## src/rtl/axi_lite_req_arbiter.sv

```systemverilog
// Round-robin arbiter sharing one AXI-lite manager port among NUM_REQ single-beat
// requesters; one transaction outstanding, response returned as a one-cycle pulse.
module axi_lite_req_arbiter #(
  parameter int NUM_REQ    = 2,
  parameter int DATA_WIDTH = 8,
  parameter int ADDR_WIDTH = 8
) (
  input  logic                            m_axi_clk,
  input  logic                            m_axi_resetn,
  input  logic [NUM_REQ-1:0]              req_valid,
  output logic [NUM_REQ-1:0]              req_ready,
  input  logic [NUM_REQ-1:0]              req_write,
  input  logic [NUM_REQ*ADDR_WIDTH-1:0]   req_addr,
  input  logic [NUM_REQ*DATA_WIDTH-1:0]   req_wdata,
  output logic [NUM_REQ-1:0]              rsp_valid,
  output logic [DATA_WIDTH-1:0]           rsp_rdata,
  output logic [1:0]                      rsp_resp,
  output logic                            busy,
  output logic [7:0]                      err_count,
  output logic [ADDR_WIDTH-1:0]           m_axi_awaddr,
  output logic                            m_axi_awvalid,
  input  logic                            m_axi_awready,
  output logic [DATA_WIDTH-1:0]           m_axi_wdata,
  output logic                            m_axi_wvalid,
  input  logic                            m_axi_wready,
  input  logic [1:0]                      m_axi_bresp,
  input  logic                            m_axi_bvalid,
  output logic                            m_axi_bready,
  output logic [ADDR_WIDTH-1:0]           m_axi_araddr,
  output logic                            m_axi_arvalid,
  input  logic                            m_axi_arready,
  input  logic [DATA_WIDTH-1:0]           m_axi_rdata,
  input  logic [1:0]                      m_axi_rresp,
  input  logic                            m_axi_rvalid,
  output logic                            m_axi_rready
);

  localparam int IW = (NUM_REQ > 1) ? $clog2(NUM_REQ) : 1;

  typedef enum logic [2:0] {IDLE, WR_ADDR, WR_RESP, RD_ADDR, RD_RESP, DONE} state_t;

  function automatic logic [7:0] sat_inc(input logic [7:0] v);
    return (v == 8'hFF) ? v : v + 8'd1;
  endfunction

  state_t                  state_q, state_d;
  logic [IW-1:0]           last_grant_q, last_grant_d;
  logic [IW-1:0]           gnt_q, gnt_d;
  logic                    awvalid_q, awvalid_d;
  logic                    wvalid_q, wvalid_d;
  logic                    bready_q, bready_d;
  logic                    arvalid_q, arvalid_d;
  logic                    rready_q, rready_d;
  logic [ADDR_WIDTH-1:0]   awaddr_q, awaddr_d;
  logic [ADDR_WIDTH-1:0]   araddr_q, araddr_d;
  logic [DATA_WIDTH-1:0]   wdata_q, wdata_d;
  logic [NUM_REQ-1:0]      rsp_valid_q, rsp_valid_d;
  logic [DATA_WIDTH-1:0]   rsp_rdata_q, rsp_rdata_d;
  logic [1:0]              rsp_resp_q, rsp_resp_d;
  logic [7:0]              err_count_q, err_count_d;

  logic [ADDR_WIDTH-1:0]   addr_arr  [NUM_REQ];
  logic [DATA_WIDTH-1:0]   wdata_arr [NUM_REQ];
  logic                    gnt_found;
  logic [IW-1:0]           gnt_idx;
  logic [IW-1:0]           cand;
  logic                    accept;
  logic                    aw_hs, w_hs;
  logic                    done_now;
  logic [DATA_WIDTH-1:0]   done_data;
  logic [1:0]              done_resp;

  for (genvar g = 0; g < NUM_REQ; g++) begin : g_unpack
    assign addr_arr[g]  = req_addr[g*ADDR_WIDTH +: ADDR_WIDTH];
    assign wdata_arr[g] = req_wdata[g*DATA_WIDTH +: DATA_WIDTH];
  end

  // Search starts just after the last winner so every requester gets a turn.
  always_comb begin
    gnt_found = 1'b0;
    gnt_idx   = '0;
    cand      = '0;
    for (int k = 1; k <= NUM_REQ; k++) begin
      cand = IW'((int'(last_grant_q) + k) % NUM_REQ);
      if (!gnt_found && req_valid[cand]) begin
        gnt_found = 1'b1;
        gnt_idx   = cand;
      end
    end
  end

  assign accept = (state_q == IDLE) && gnt_found;

  always_comb begin
    req_ready = '0;
    if (accept) req_ready[gnt_idx] = 1'b1;
  end

  assign aw_hs = awvalid_q && m_axi_awready;
  assign w_hs  = wvalid_q && m_axi_wready;

  always_comb begin
    state_d      = state_q;
    last_grant_d = last_grant_q;
    gnt_d        = gnt_q;
    awvalid_d    = awvalid_q;
    wvalid_d     = wvalid_q;
    bready_d     = bready_q;
    arvalid_d    = arvalid_q;
    rready_d     = rready_q;
    awaddr_d     = awaddr_q;
    araddr_d     = araddr_q;
    wdata_d      = wdata_q;
    rsp_valid_d  = '0;
    rsp_rdata_d  = rsp_rdata_q;
    rsp_resp_d   = rsp_resp_q;
    err_count_d  = err_count_q;
    done_now     = 1'b0;
    done_data    = '0;
    done_resp    = '0;

    case (state_q)
      IDLE: begin
        if (accept) begin
          last_grant_d = gnt_idx;
          gnt_d        = gnt_idx;
          if (req_write[gnt_idx]) begin
            state_d   = WR_ADDR;
            awvalid_d = 1'b1;
            wvalid_d  = 1'b1;
            bready_d  = 1'b1;
            awaddr_d  = addr_arr[gnt_idx];
            wdata_d   = wdata_arr[gnt_idx];
          end else begin
            state_d   = RD_ADDR;
            arvalid_d = 1'b1;
            rready_d  = 1'b1;
            araddr_d  = addr_arr[gnt_idx];
          end
        end
      end
      WR_ADDR: begin
        if (aw_hs) awvalid_d = 1'b0;
        if (w_hs)  wvalid_d  = 1'b0;
        // AW and W complete independently; leave once both have been taken.
        if ((!awvalid_q || aw_hs) && (!wvalid_q || w_hs)) state_d = WR_RESP;
      end
      WR_RESP: begin
        if (m_axi_bvalid && bready_q) begin
          bready_d  = 1'b0;
          done_now  = 1'b1;
          done_resp = m_axi_bresp;
        end
      end
      RD_ADDR: begin
        if (arvalid_q && m_axi_arready) begin
          arvalid_d = 1'b0;
          state_d   = RD_RESP;
        end
      end
      RD_RESP: begin
        if (m_axi_rvalid && rready_q) begin
          rready_d  = 1'b0;
          done_now  = 1'b1;
          done_data = m_axi_rdata;
          done_resp = m_axi_rresp;
        end
      end
      DONE:    state_d = IDLE;
      default: state_d = IDLE;
    endcase

    // The response pulse is registered, so it is high exactly while in DONE.
    if (done_now) begin
      state_d            = DONE;
      rsp_valid_d[gnt_q] = 1'b1;
      rsp_rdata_d        = done_data;
      rsp_resp_d         = done_resp;
      if (done_resp != 2'b00) err_count_d = sat_inc(err_count_q);
    end
  end

  always_ff @(posedge m_axi_clk or negedge m_axi_resetn) begin
    if (!m_axi_resetn) begin
      state_q      <= IDLE;
      last_grant_q <= IW'(NUM_REQ - 1);
      gnt_q        <= '0;
      awvalid_q    <= 1'b0;
      wvalid_q     <= 1'b0;
      bready_q     <= 1'b0;
      arvalid_q    <= 1'b0;
      rready_q     <= 1'b0;
      awaddr_q     <= '0;
      araddr_q     <= '0;
      wdata_q      <= '0;
      rsp_valid_q  <= '0;
      rsp_rdata_q  <= '0;
      rsp_resp_q   <= '0;
      err_count_q  <= '0;
    end else begin
      state_q      <= state_d;
      last_grant_q <= last_grant_d;
      gnt_q        <= gnt_d;
      awvalid_q    <= awvalid_d;
      wvalid_q     <= wvalid_d;
      bready_q     <= bready_d;
      arvalid_q    <= arvalid_d;
      rready_q     <= rready_d;
      awaddr_q     <= awaddr_d;
      araddr_q     <= araddr_d;
      wdata_q      <= wdata_d;
      rsp_valid_q  <= rsp_valid_d;
      rsp_rdata_q  <= rsp_rdata_d;
      rsp_resp_q   <= rsp_resp_d;
      err_count_q  <= err_count_d;
    end
  end

  assign busy          = (state_q != IDLE);
  assign rsp_valid     = rsp_valid_q;
  assign rsp_rdata     = rsp_rdata_q;
  assign rsp_resp      = rsp_resp_q;
  assign err_count     = err_count_q;
  assign m_axi_awaddr  = awaddr_q;
  assign m_axi_awvalid = awvalid_q;
  assign m_axi_wdata   = wdata_q;
  assign m_axi_wvalid  = wvalid_q;
  assign m_axi_bready  = bready_q;
  assign m_axi_araddr  = araddr_q;
  assign m_axi_arvalid = arvalid_q;
  assign m_axi_rready  = rready_q;

endmodule

```

## config.mk

```make
export PLATFORM = sky130hd
export DESIGN_NAME = axi_lite_req_arbiter
export DESIGN_NICKNAME = d
export VERILOG_FILES = /design/src/rtl/axi_lite_req_arbiter.sv
export SDC_FILE = /design/constraint.sdc
export NUM_CORES = 1
export LEC_CHECK = 0
export CAP_MARGIN = 20
export CORE_AREA = 2 2 81 83
export DETAILED_ROUTE_END_ITERATION = 10
export DIE_AREA = 0 0 83 85
export MAX_ROUTING_LAYER = met4
export PLACE_DENSITY_LB_ADDON = 0.25
export SLEW_MARGIN = 20
export SYNTH_ARGS = -nofsm -noshare
export SYNTH_HDL_FRONTEND = slang
export SYNTH_SLANG_ARGS = --single-unit
export TNS_END_PERCENT = 20
```

## constraint.sdc

```tcl
create_clock -name m_axi_clk -period 2.2 [get_ports m_axi_clk]
set_clock_uncertainty 0.15 [all_clocks]
set_input_delay 0.22 -clock m_axi_clk [delete_from_list [all_inputs] [get_ports m_axi_clk]]
set_output_delay 0.22 -clock m_axi_clk [all_outputs]
set_load 0.01 [all_outputs]
```

Word-level counts from Yosys, hierarchy flattened
Cells that the tools add are included.

Flip-flop bits (word level): 54. Bits in latches: 0. RAM bits: 0. ROM bits: 0. Output and inout port bits: 52. Memories kept: 0.

Add/sub/neg operators: 3. Multipliers: 0. Divide/modulo/power cells: 0. $lt $le $gt $ge: 7. Equal/unequal tests: 17. Shifts and indexed selects: 0. Muxes and demuxes: 50. Bitwise gates (word level): 3. Reduce and logical (&&, ||, !) cells: 33.

Operators with widths (count): $mux 8 (8); $reduce_and 4->1 (6); $mux 1 (23); $ne 2x2->1 const B (7); $mux 3 (4); $pmux 1 s2 (6); $pmux 3 s4 (1); $logic_and 1x1->1 (10); $mux 2 (5); $reduce_bool 2->1 (5); $ne 3x3->1 const B (3); $reduce_and 3->1 (3); $add 8x1->8 const B (1); $eq 8x8->1 const B (1); $lt 1x2->1 const B (4); $eq 3x2->1 const B (2); $ne 2x1->1 const B (2); $pmux 2 s2 (1); $eq 3x1->1 const B (1); $eq 3x3->1 const B (1); $logic_not 1->1 (3); $logic_not 3->1 (1); $reduce_bool 3->1 (1); $add 1x1->1 const B (2); other kinds (8) (12).

Logic depth before layout (Yosys ltp)
Depth in word-level cells: 13. Gate-level depth with buffers: 9. Depth with buffers taken out: 5.

Worst setup path before layout
Ideal clock, no wire load.

Kind: register -> register. Start: reg state_q[0]. End: reg araddr_q[2], in the netlist m_axi_araddr[2]. Library setup time: 0.127 ns. Arrival: 1.743 ns. Slack: 0.181 ns. Cell stages (with the launch flop): 10. Path buffers: 4. Clock period less this slack: 2.019 ns. Cells stage by stage: dfrtp_1 -> buf_6 -> or3_4 -> or2_1 -> buf_6 -> nand2b_4 -> buf_6 -> buf_12 -> nand2_2 -> o21ai_2.

Longest elaborated chain between the ends: 3.

Ends and longest elaborated chain: from (decl) (RTL line 46) `state_t state_q, state_d;`; from (signal assigned) (RTL line 201) `state_q <= state_d;`; $logic_not 3->1 * (RTL line 92, 122); $logic_and 1x1->1 (RTL line 92) `assign accept = (state_q == IDLE) && gnt_found;`; $reduce_and 3->1 (no line) *; to (signal assigned) (RTL line 210) `araddr_q <= araddr_d;`; to (decl) (RTL line 55) `logic [ADDR_WIDTH-1:0] araddr_q, araddr_d;`.

Every way passes the cells marked *; elsewhere a longest branch is shown, timed or not. A chain may end at the register's enable or synchronous reset.

Worst setup path in the final report
Start: reg state_q[1]. End: out req_ready[0].

Longest elaborated chain between the ends: 3.

Ends and longest elaborated chain: $logic_not 3->1 (RTL line 92); $logic_and 1x1->1 (RTL line 92); $mux 2 (RTL line 96) `if (accept) req_ready[gnt_idx] = 1'b1;`; to (decl) (RTL line 11) `output logic [NUM_REQ-1:0] req_ready,`.

No other way between the ends.

==> results.sh <==
export IMPL_status="completed"
export IMPL_vdd_drop_max_v=0.000543
export IMPL_maxCapViolCount=0
export IMPL_synthFlopType="dfrtp_1"
export IMPL_yosys_area_share_adder_pct=0.498
export IMPL_r2r_slack_ns=0.19
export IMPL_drt_initial_drc_count=63
export IMPL_overflow=0
export IMPL_insertion_delay_ns=0.30
export IMPL_netlist_area_leader_share_pct=52.8
export IMPL_grt_total_usage_pct=16.8
export IMPL_num_antenna_cells=0
export IMPL_synth_edf_count=0
export IMPL_async_flop_share_pct=100
export IMPL_cp_end_kind="output pin"
export IMPL_synth_top_family_by_area="compound AO/OA/AOI/OAI gates"
export IMPL_fin_nets=395
export IMPL_finalSetupTns_ns=0
export IMPL_leakagePower_nw=1.63
export IMPL_slowest_stage="or3_4"
export IMPL_hold_viol=0
export IMPL_num_rows=29
export IMPL_worst_slew_pin_slew_ns=0.413
export IMPL_wl_per_cell_um=13.3
export IMPL_wl_mm=5.56
export IMPL_cts_tree="yes"
export IMPL_max_stage_delay_ns=0.41
export IMPL_hpwl_mm=4.33
export IMPL_cts_root_buf="clkbuf_8"
export IMPL_max_freq_mhz=481
export IMPL_p_total_mw=4.37
export IMPL_hold_path_class="input port to asynchronous set/reset pin"
export IMPL_synth_mux_area_share_pct=7.22
export IMPL_area_delta_synth_final_pct=51.0
export IMPL_maxSlewHeadroom_pct=72.4
export IMPL_yosys_area_top_type="dfrtp_1"
export IMPL_ys_ff_latch=54
export IMPL_cp_data_required_time_ns=1.83
export IMPL_first_global_vias=2033
export IMPL_layout_drive_gt1_share_pct=17.9
export IMPL_cts_sinks=54
export IMPL_setup_viol=0
export IMPL_worstSetupStartpointType="flip-flop"
export IMPL_syn_area_um2=2510
export IMPL_synth_distinct_cells=45
export IMPL_grt_max_degree=23
export IMPL_port_buffers=106
export IMPL_arrival_ns=1.71
export IMPL_crit_chain="or3_4, or2_1, nor2_1, dlygate4sd2_1"
export IMPL_r2r_end="m_axi_awaddr[6]$_DFFE_PN0P_"
export IMPL_yosys_area_share_simple_pct=15.9
export IMPL_place_congestion=0.828
export IMPL_grt_pass1_wl_mm=9.36
export IMPL_path_max_fanout=3
export IMPL_detail_route_first_pass_iterations=4
export IMPL_drt_vias_per_instance=4.88
export IMPL_cts_buffers=5
export IMPL_floorplan_initialDensity_pct=40.5
export IMPL_final_core_util_pct=61.1
export IMPL_p_per_area_nw_per_um2=1150
export IMPL_syn_avg_cell_area_um2=11.4
export IMPL_synthesis_nets=277
export IMPL_die_w_um=83
export IMPL_post_route_period_util_pct=94.5
export IMPL_yosysMostFrequentCell="dfrtp_1"
export IMPL_htreeDepth=2
export IMPL_ys_seq_area_share_pct=53.9
export IMPL_antenna_found_initial=0
export IMPL_yosysWarnings=0
export IMPL_ys_top_cells_by_count="53 x dfrtp_1, 28 x nor2_1, 17 x mux2i_1"
export IMPL_synthCells=221
export IMPL_rsz0062_at_grt="no"
export IMPL_final_min_clock_period_ns=2.08
export IMPL_drcViolationCount=0
export IMPL_synth_xor_area_share_pct=1.74
export IMPL_synth_compound_area_share_pct=15.9
export IMPL_vias=2036
export IMPL_drv_slew=0
export IMPL_reg2regPathDepth=7
export IMPL_pin_count=107
export IMPL_die_h_um=85
export IMPL_dieArea_um2=7060
export IMPL_r2r_start="state_q[1]$_DFFE_PN0P_"
export IMPL_fp_coreArea_um2=6200
export IMPL_clk_pin_slew_worst_paths_ns=0.08
export IMPL_ant_nets=0
export IMPL_yosys_top_cells_area="dfrtp_1 53%, mux2i_1 6.8%, nor2_1 4.2%"
export IMPL_clockBufferDepth=2
export IMPL_crit_type="flip-flop to output pin"
-- kinds of logic (layout without fill, tap and decap cells) --
kind of cell | count (synthesis) | in the layout
AO/OA/AOI/OAI | 51 | 51
XOR/XNOR | 5 | 5
flip-flops | 54 | 54
buffers and inverters | 13 | 132
multiplexers | 18 | 18
adder cells (fa/ha/maj) | 1 | 1
AND/OR/NAND/NOR | 79 | 79
-- stage by stage --
step           hold WS [ns]  setup slack [ns]  instance area, um^2  std cells
5_1_grt               0.227            0.0300                 3790        417
6_report              0.207             0.122                 3790        417
2_1_floorplan        -0.226             0.181                 2510        221
3_5_place_dp       -0.00798             0.105                 3690        408
4_1_cts               0.198             0.100                 3790        417
3_3_place_gp        -0.0100             0.137                 3690        408
-- layout by cell type (no fill, tap or decap), types with 3 or more instances in the layout --
cell type	netlist	final
nand2_1	15	15
dfrtp_1	53	53
xnor2_1	5	5
clkdlybuf4s50_1	0	103
nand3_1	10	10
buf_4	0	13
nor2b_1	4	4
nor2_1	28	28
a21oi_1	9	9
o21ai_2	8	8
a22o_1	8	8
o21ai_0	4	4
nand2_2	5	5
mux2i_1	17	17
and3_1	3	3
a21oi_2	10	10
clkbuf_8	0	6
-- critical path, delay by kind of cell (launching register included) --
kind / cells / cell delay (ns)
buf+inv: 1 / 0.27
flops: 1 / 0.38
simple gates: 3 / 0.77
-- how the worst max path moves through the flow --
| stage | from | to | slack [ns] | depth (start not counted) |
|---|---|---|---|---|
| 2_1_floorplan | state_q[0]$_DFFE_PN0P_ | m_axi_araddr[2]$_DFFE_PN0P_ | 0.18 | 9 |
| 6_report | state_q[1]$_DFFE_PN0P_ | req_ready[0] | 0.12 | 4 |
| 3_5_place_dp | req_valid[1] | req_ready[1] | 0.10 | 4 |
| 4_1_cts | state_q[1]$_DFFE_PN0P_ | req_ready[0] | 0.10 | 4 |
| 5_1_grt | state_q[1]$_DFFE_PN0P_ | req_ready[0] | 0.03 | 4 |
| 3_3_place_gp | req_valid[1] | req_ready[1] | 0.14 | 4 |
-- per-layer routing --
| layer | global-route usage (%) | wire [um] |
|---|---|---|
| met1 | 19.8 | 2430 |
| met2 | 27.7 | 2600 |
| met3 | 5.74 | 474 |
| met4 | 4.47 | 62 |
| met5 | - | 0 |
-- where the power goes --
group          internal (mW)  total [mW]  leakage, nW  switching (mW)
combinational           1.24        2.18        0.927           0.940
clock                  0.254       0.552       0.0482           0.298
sequential              1.39        1.64        0.658           0.249
-- registers in the layout (all words and copies together), names as in the netlist --
name / count
rsp_rdata: 8
m_axi_wdata: 8
m_axi_wvalid: 1
m_axi_araddr: 8
m_axi_awaddr: 8
err_count: 8
m_axi_arvalid: 1
last_grant_q: 1
rsp_valid: 2
m_axi_bready: 1
rsp_resp: 2
m_axi_rready: 1
m_axi_awvalid: 1
gnt_q: 1
state_q: 3
-- layout make-up --
| class | count | area [um^2] |
|---|---|---|
| clock buffers | 7 | 86.3 |
| well taps | 77 | 96.3 |
| inverters | 2 | 7.51 |
| flip-flops and latches | 54 | 1350 |
| fillers | 535 | 2410 |
| clock inverters | 1 | 5.00 |
| multi-input cells | 154 | 1040 |
| repair buffers | 122 | 1200 |
-- what timing repair did --
action,4_1_cts,5_1_grt
setup buffers,0,0
setup endpoints to repair,2,0
hold buffers,1,0
gates resized for setup,2,0
hold endpoints to repair,14,0
Power figures use the tool's default switching activity.
